## config.mk

```make
export PLATFORM = sky130hd
export DESIGN_NAME = led_blink_arbiter_flat
export DESIGN_NICKNAME = d
export VERILOG_FILES = /design/src/rtl/led_pkg.sv /design/src/rtl/led_blink_arbiter_if.sv /design/src/rtl/tick_gen.sv /design/src/rtl/led_blink_arbiter.sv /design/src/flat_wrapper.sv
export SDC_FILE = /design/constraint.sdc
export NUM_CORES = 1
export LEC_CHECK = 0
export BUFFER_PORTS_ARGS = -buffer_cell sky130_fd_sc_hd__buf_2
export CORE_MARGIN = 2
export CORE_UTILIZATION = 35
export DETAILED_ROUTE_END_ITERATION = 6
export HOLD_SLACK_MARGIN = 0.06
export PLACE_DENSITY = 0.62
export SKIP_LAST_GASP = 1
export SLEW_MARGIN = 20
export SYNTH_ARGS = -nofsm -noshare
export SYNTH_HDL_FRONTEND = slang
export SYNTH_HIERARCHICAL = 1
export SYNTH_SLANG_ARGS = --single-unit
```

## constraint.sdc

```tcl
create_clock -name clk -period 4.05 [get_ports clk]
set_clock_uncertainty 0.1 [all_clocks]
set_input_delay 0.2025 -clock clk [delete_from_list [all_inputs] [get_ports clk]]
set_output_delay 0.2025 -clock clk [all_outputs]
set_load 0.01 [all_outputs]
```

## src/rtl/led_pkg.sv

```systemverilog
// Shared types and round-robin helper for the LED blink arbiter.
package led_pkg;

  localparam int unsigned MAX_NREQ = 8;
  localparam int unsigned IW       = 3;
  localparam int unsigned SW       = IW + 1;

  typedef enum logic [1:0] {IDLE, ON, OFF} blink_state_t;

  // First set request at or above ptr, wrapping modulo n (n <= MAX_NREQ, ptr < n).
  function automatic logic [IW-1:0] rr_pick(input logic [MAX_NREQ-1:0] req,
                                            input logic [IW-1:0]       ptr,
                                            input int unsigned         n);
    logic [SW-1:0] s;
    logic [IW-1:0] win;
    logic          found;
    win   = ptr;
    found = 1'b0;
    s     = '0;
    for (int i = 0; i < int'(MAX_NREQ); i++) begin
      s = {1'b0, ptr} + SW'(i);
      if (s >= SW'(n)) s = s - SW'(n);
      if (!found && (i < int'(n)) && req[s[IW-1:0]]) begin
        win   = s[IW-1:0];
        found = 1'b1;
      end
    end
    return win;
  endfunction

endpackage

```

## src/rtl/led_blink_arbiter_if.sv

```systemverilog
// Requester-side bus of the LED blink arbiter: requests, blink parameters, status.
interface led_blink_arbiter_if #(
  parameter int unsigned NREQ = 4,
  parameter int unsigned DW   = 16,
  parameter int unsigned RW   = 8
);
  logic [NREQ-1:0]    req;
  logic [NREQ*DW-1:0] on_ticks;
  logic [NREQ*DW-1:0] off_ticks;
  logic [NREQ*RW-1:0] reps;
  logic [NREQ-1:0]    grant;
  logic               busy;
  logic               done;
  logic               led0_b;

  modport master (output req, on_ticks, off_ticks, reps,
                  input  grant, busy, done, led0_b);
  modport slave  (input  req, on_ticks, off_ticks, reps,
                  output grant, busy, done, led0_b);
endinterface

```

## src/rtl/tick_gen.sv

```systemverilog
// Prescaler: one-cycle tick every DIV clocks; clr restarts the count so the next tick is DIV cycles away.
module tick_gen #(
  parameter int unsigned DIV = 10
) (
  input  logic clk,
  input  logic reset_n,
  input  logic clr,
  output logic tick
);

  localparam int unsigned CW = (DIV > 1) ? $clog2(DIV) : 1;

  logic [CW-1:0] cnt_q;

  // tick is registered high exactly while cnt_q sits at DIV-1
  always_ff @(posedge clk or negedge reset_n) begin
    if (!reset_n) begin
      cnt_q <= '0;
      tick  <= 1'b0;
    end else if (clr) begin
      cnt_q <= '0;
      tick  <= 1'b0;
    end else begin
      cnt_q <= (cnt_q == CW'(DIV - 1)) ? '0 : cnt_q + CW'(1);
      tick  <= (cnt_q == CW'(DIV - 2));
    end
  end

endmodule

```

## src/rtl/led_blink_arbiter.sv

```systemverilog
// Round-robin owner of a single board LED; plays the granted requester's on/off/repeat pattern.
module led_blink_arbiter
  import led_pkg::*;
#(
  parameter int unsigned CLK_HZ  = 100_000_000,
  parameter int unsigned TICK_HZ = 1_000,
  parameter int unsigned NREQ    = 4,
  parameter int unsigned DW      = 16,
  parameter int unsigned RW      = 8
) (
  input  logic                clk,
  input  logic                reset_n,
  led_blink_arbiter_if.slave  bus
);

  localparam int unsigned DIV = CLK_HZ / TICK_HZ;

  blink_state_t      state_q, state_d;
  logic [NREQ-1:0]   grant_q, grant_d;
  logic              busy_q, busy_d;
  logic              done_q, done_d;
  logic              led_q, led_d;
  logic [IW-1:0]     ptr_q, ptr_d;
  logic [IW-1:0]     win_q, win_d;
  logic [DW-1:0]     phase_q, phase_d;
  logic [DW-1:0]     on_q, on_d;
  logic [DW-1:0]     off_q, off_d;
  logic [RW-1:0]     reps_q, reps_d;
  logic [RW-1:0]     cyc_q, cyc_d;

  logic              tick;
  logic              tick_clr;
  logic              seq_end;
  logic              phase_last;
  logic [IW-1:0]     pick;
  logic [MAX_NREQ-1:0] req_pad;
  logic [DW-1:0]     on_sel, off_sel;
  logic [RW-1:0]     reps_sel;

  tick_gen #(.DIV(DIV)) u_tick_gen (
    .clk     (clk),
    .reset_n (reset_n),
    .clr     (tick_clr),
    .tick    (tick)
  );

  assign req_pad    = MAX_NREQ'(bus.req);
  assign pick       = rr_pick(req_pad, ptr_q, NREQ);
  assign on_sel     = bus.on_ticks [32'(pick) * DW +: DW];
  assign off_sel    = bus.off_ticks[32'(pick) * DW +: DW];
  assign reps_sel   = bus.reps     [32'(pick) * RW +: RW];
  assign phase_last = (phase_q == (((state_q == ON) ? on_q : off_q) - DW'(1)));

  assign bus.grant  = grant_q;
  assign bus.busy   = busy_q;
  assign bus.done   = done_q;
  assign bus.led0_b = led_q;

  // Next-state and registered-output logic
  always_comb begin
    state_d  = state_q;
    grant_d  = grant_q;
    busy_d   = busy_q;
    done_d   = 1'b0;
    led_d    = led_q;
    ptr_d    = ptr_q;
    win_d    = win_q;
    phase_d  = phase_q;
    cyc_d    = cyc_q;
    on_d     = on_q;
    off_d    = off_q;
    reps_d   = reps_q;
    tick_clr = 1'b0;
    seq_end  = 1'b0;
    unique case (state_q)
      IDLE: begin
        grant_d = '0;
        busy_d  = 1'b0;
        led_d   = 1'b0;
        if (|bus.req) begin
          state_d  = ON;
          win_d    = pick;
          grant_d  = NREQ'(1) << pick;
          busy_d   = 1'b1;
          led_d    = 1'b1;
          on_d     = (on_sel  == '0) ? DW'(1) : on_sel;
          off_d    = (off_sel == '0) ? DW'(1) : off_sel;
          reps_d   = reps_sel;
          phase_d  = '0;
          cyc_d    = '0;
          tick_clr = 1'b1;
        end
      end
      ON: begin
        if (tick) begin
          if (phase_last) begin
            phase_d = '0;
            state_d = OFF;
            led_d   = 1'b0;
          end else begin
            phase_d = phase_q + DW'(1);
          end
        end
      end
      OFF: begin
        if (tick) begin
          if (phase_last) begin
            phase_d = '0;
            cyc_d   = cyc_q + RW'(1);
            // Fixed count ignores req; continuous mode stops once the owner lets go
            seq_end = (reps_q != '0) ? (cyc_d == reps_q) : !req_pad[win_q];
            if (seq_end) begin
              state_d = IDLE;
              grant_d = '0;
              busy_d  = 1'b0;
              done_d  = 1'b1;
              ptr_d   = ((32'(win_q) + 32'd1) >= NREQ) ? '0 : win_q + IW'(1);
            end else begin
              state_d = ON;
              led_d   = 1'b1;
            end
          end else begin
            phase_d = phase_q + DW'(1);
          end
        end
      end
      default: begin
        state_d = IDLE;
        grant_d = '0;
        busy_d  = 1'b0;
        led_d   = 1'b0;
      end
    endcase
  end

  always_ff @(posedge clk or negedge reset_n) begin
    if (!reset_n) begin
      state_q <= IDLE;
      grant_q <= '0;
      busy_q  <= 1'b0;
      done_q  <= 1'b0;
      led_q   <= 1'b0;
      ptr_q   <= '0;
      win_q   <= '0;
      phase_q <= '0;
      cyc_q   <= '0;
      on_q    <= '0;
      off_q   <= '0;
      reps_q  <= '0;
    end else begin
      state_q <= state_d;
      grant_q <= grant_d;
      busy_q  <= busy_d;
      done_q  <= done_d;
      led_q   <= led_d;
      ptr_q   <= ptr_d;
      win_q   <= win_d;
      phase_q <= phase_d;
      cyc_q   <= cyc_d;
      on_q    <= on_d;
      off_q   <= off_d;
      reps_q  <= reps_d;
    end
  end

endmodule
```

## src/flat_wrapper.sv

```systemverilog
// flat-port wrapper written by rule: the top's interface ports become plain ports
module led_blink_arbiter_flat import led_pkg::*;
#(
  parameter int unsigned CLK_HZ  = 100_000_000,
  parameter int unsigned TICK_HZ = 1_000,
  parameter int unsigned NREQ    = 4,
  parameter int unsigned DW      = 16,
  parameter int unsigned RW      = 8
)
  (clk, reset_n, bus_req, bus_on_ticks, bus_off_ticks, bus_reps, bus_grant, bus_busy, bus_done, bus_led0_b);
  led_blink_arbiter_if #(.NREQ(NREQ), .DW(DW), .RW(RW)) bus_i ();
  input  logic clk;
  input  logic reset_n;
  input wire logic [$bits(bus_i.req)-1:0] bus_req;
  input wire logic [$bits(bus_i.on_ticks)-1:0] bus_on_ticks;
  input wire logic [$bits(bus_i.off_ticks)-1:0] bus_off_ticks;
  input wire logic [$bits(bus_i.reps)-1:0] bus_reps;
  output wire logic [$bits(bus_i.grant)-1:0] bus_grant;
  output wire logic [$bits(bus_i.busy)-1:0] bus_busy;
  output wire logic [$bits(bus_i.done)-1:0] bus_done;
  output wire logic [$bits(bus_i.led0_b)-1:0] bus_led0_b;
  assign bus_i.req = bus_req;
  assign bus_i.on_ticks = bus_on_ticks;
  assign bus_i.off_ticks = bus_off_ticks;
  assign bus_i.reps = bus_reps;
  assign bus_grant = bus_i.grant;
  assign bus_busy = bus_i.busy;
  assign bus_done = bus_i.done;
  assign bus_led0_b = bus_i.led0_b;
  led_blink_arbiter #(.CLK_HZ(CLK_HZ), .TICK_HZ(TICK_HZ), .NREQ(NREQ), .DW(DW), .RW(RW)) u_core (.clk(clk), .reset_n(reset_n), .bus(bus_i));
endmodule
```

==> results.json <==
{
  "run_status": "complete, no violations",
  "grt_pass1_vias": 7019,
  "synth.net_count": 1048,
  "drt-total-wl_mm": 22.6,
  "peakVddDrop_mv": 0.174,
  "relSlewSlack_pct": 40.5,
  "hold_slack_ps": 75.2,
  "grt_pass1_wl_mm": 36.8,
  "synth-edff-count": 0,
  "cts_num_sinks": 97,
  "power_uw": 2230,
  "grt_max_degree": 71,
  "synth_cell_types": 82,
  "layout_common_cells": "171 x buf_2, 106 x nand2_1, 97 x dfrtp_1",
  "setup_viol": 0,
  "syn_area_per_cell_um2": 8.75,
  "async_reset_ff_share_pct": 100,
  "hold_violations": 0,
  "die_w_um": 151,
  "clock_path_buffers": 2,
  "synth_cells": 870,
  "drive_gt1_share_pct": 26.1,
  "cp_slowest_cell": "ha_2",
  "diodes": 0,
  "path_buf_inv": 3,
  "grt_usage_pct": 20.2,
  "powerDensity_nw_per_um2": 243,
  "drv_cap": 0,
  "drt-pass1-iter-count": 5,
  "final_common_cell": "buf_2",
  "rows": 53,
  "io_pins": 173,
  "synth_seq_cells": 97,
  "design_area_um2": 9180,
  "crit_type": "reg2reg",
  "place_area_um2": 8790,
  "fin_tns_setup_ps": 0,
  "cp_cell_sequence": "inv_1 -> ha_2 -> mux2_4 -> and3b_1 -> a31o_1 -> buf_4 -> o21ai_2 -> and2_2 -> buf_4 -> nand2_1 -> a31oi_1 -> nor4_1 -> o32a_1",
  "start_kind": "flop",
  "wire_per_inst_um": 17.2,
  "tritoncts": "yes",
  "syn-cell-area_um2": 7610,
  "seq_area_frac_synth_pct": 31.9,
  "min_period_ps": 3800,
  "slowest_delay_ps": 460,
  "wl_met1_mm": 10.2,
  "coreArea_um2": 21200,
  "synthTopCellsByArea": "dfrtp_1 32%, mux2i_1 7.9%, nand2_1 5.3%",
  "die-area_um2": 22900,
  "end_kind": "flop",
  "top_layer_used": "met4",
  "synth_top_area_cell": "dfrtp_1",
  "area_delta_synth_final_pct": 20.6,
  "synthDominantCellAreaShare_pct": 31.9,
  "antenna_left": 0,
  "start_util_pct": 36.0,
  "fin_crit_sh_pct": 93.9,
  "fin_nets": 1209,
  "path_depth": 13,
  "io_buffers": 172,
  "dp.final_hpwl_mm": 17.4,
  "cp.arrival_ps": 3940,
  "synth_ff_type": "dfrtp_1",
  "synth_warnings": 6,
  "slew_viol_final": 0,
  "root_buffer": "clkbuf_16",
  "tightest_slew_ps": 893,
  "gp_congestion": 0.930,
  "hold_depth": 3,
  "wl_met2_mm": 10.8,
  "vias_per_cell": 5.59,
  "crit_fanout": 22,
  "antenna_found_initial": 0,
  "max_clock_freq_mhz": 263,
  "vias": 7329,
  "leakage_uw": 0.00424,
  "clkTransAtPathRegs_ps": 70,
  "crit_required_ps": 4190,
  "hold_path.class": "in2reg",
  "rsz0062_at_grt": "no",
  "first_iter_violations": 440,
  "clk-insertion-delay-late_ps": 350,
  "cts-buffers-inserted": 9,
  "crit_top_cell": "buf_4",
  "n_fill_cell": 2109,
  "drc": 0,
  "wl_met3_mm": 1.04,
  "die_height_um": 151,
  "htree_levels": 3,
  "reg2reg_depth": 13,
  "critPathTopFamily": "compound AO/OA/AOI/OAI gates",
  "gr-total-overflow": 0
}
-- power breakdown --
group / internal [uW] / total, uW / switching, uW
combinational: 166 / 364 / 198
clock: 493 / 900 / 408
sequential: 968 / 968 / 0.358
-- registers in the layout (all words and copies together) (netlist names) --
signal,count
u_core/u_tick_gen/tick,1
u_core/reps_q,8
u_core/phase_q,16
u_core/cyc_q,8
u_core/u_tick_gen/cnt_q,17
u_core/on_q,16
u_core/win_q,3
u_core/bus.done,1
u_core/ptr_q,3
u_core/bus.grant,4
u_core/state_q,2
u_core/bus.led0_b,1
u_core/off_q,16
u_core/bus.busy,1
-- final timing paths --
kind,start,to,slack (ps)
worst max-delay path,u_core/ptr_q[1],u_core/off_q[0],250
worst min-delay path,bus_reps[27],u_core/reps_q[3],80
worst max register to register,u_core/ptr_q[1],u_core/off_q[0],250
worst min register to register,u_core/on_q[6],u_core/on_q[6],390
max in group asynchronous,reset_n,u_core/phase_q[14],2510
min in group asynchronous,reset_n,u_core/bus.grant[1],400
-- tightest hold or removal path: stages --
cell	delay, ps
buf_2	70
mux2i_1	70
o21ai_0	150
-- cells in the mapped netlist (4+ instances only) --
cell type	instances
nand2_1	107
dfrtp_1	97
o21ai_0	68
mux2i_1	60
nor2_1	58
a21oi_1	38
nand3_1	35
xnor2_1	35
a22o_1	24
clkbuf_1	24
and3_1	22
nor3_1	21
a31oi_1	18
buf_2	18
inv_1	17
xor2_1	16
a311oi_1	15
nor3b_1	15
nor4_1	15
ha_1	12
buf_4	10
a211o_1	9
mux2_2	9
mux4_2	9
nand4_1	9
nand2b_1	6
o311ai_0	6
a211oi_1	4
and2_1	4
and3b_1	4
nor2b_1	4
o211ai_1	4
o22ai_1	4
o311ai_1	4
-- routing by layer --
metal,global-route usage (%),up-vias
met3,2.54,31
met2,33.2,239
met1,27.5,3484
met4,7.10,0
li1,-,3575
met5,0,-
-- kinds of logic after synthesis --
kind of cell,synth area share (%)
simple gates,21.7
compound gates,21.4
fa+ha+maj,1.97
buf+inv,4.69
mux,12.5
flops,31.9
xor+xnor,5.87
-- repair_timing --
| item | 4_1_cts | 5_1_grt |
|---|---|---|
| resized for setup | 0 | 9 |
| setup endpoints to repair | 0 | 23 |
| hold endpoints to repair | 70 | 0 |
| hold buffers | 3 | 0 |
| setup buffers | 0 | 1 |
-- per-stage QoR --
step	utilization [%]	cells	setup slack, ps
2_1_floorplan	-	870	3.55
3_3_place_gp	41.5	1291	188
3_5_place_dp	41.5	1291	131
4_1_cts	43.1	1310	94.3
5_1_grt	43.4	1311	13.1
6_report	43.4	1311	246
-- cell type report --
cell class                      instances  area (um2)  share of cell area [%]
Clock buffer                            9         225                    2.45
Clock inverter                          7        83.8                   0.914
Inverter                               18        67.6                   0.736
Multi-Input combinational cell        700        4870                    53.1
Sequential cell                        97        2430                    26.5
Tap cell                              275         344                    3.75
Timing Repair Buffer                  205        1160                    12.6
(Power assumes the default switching activity.)
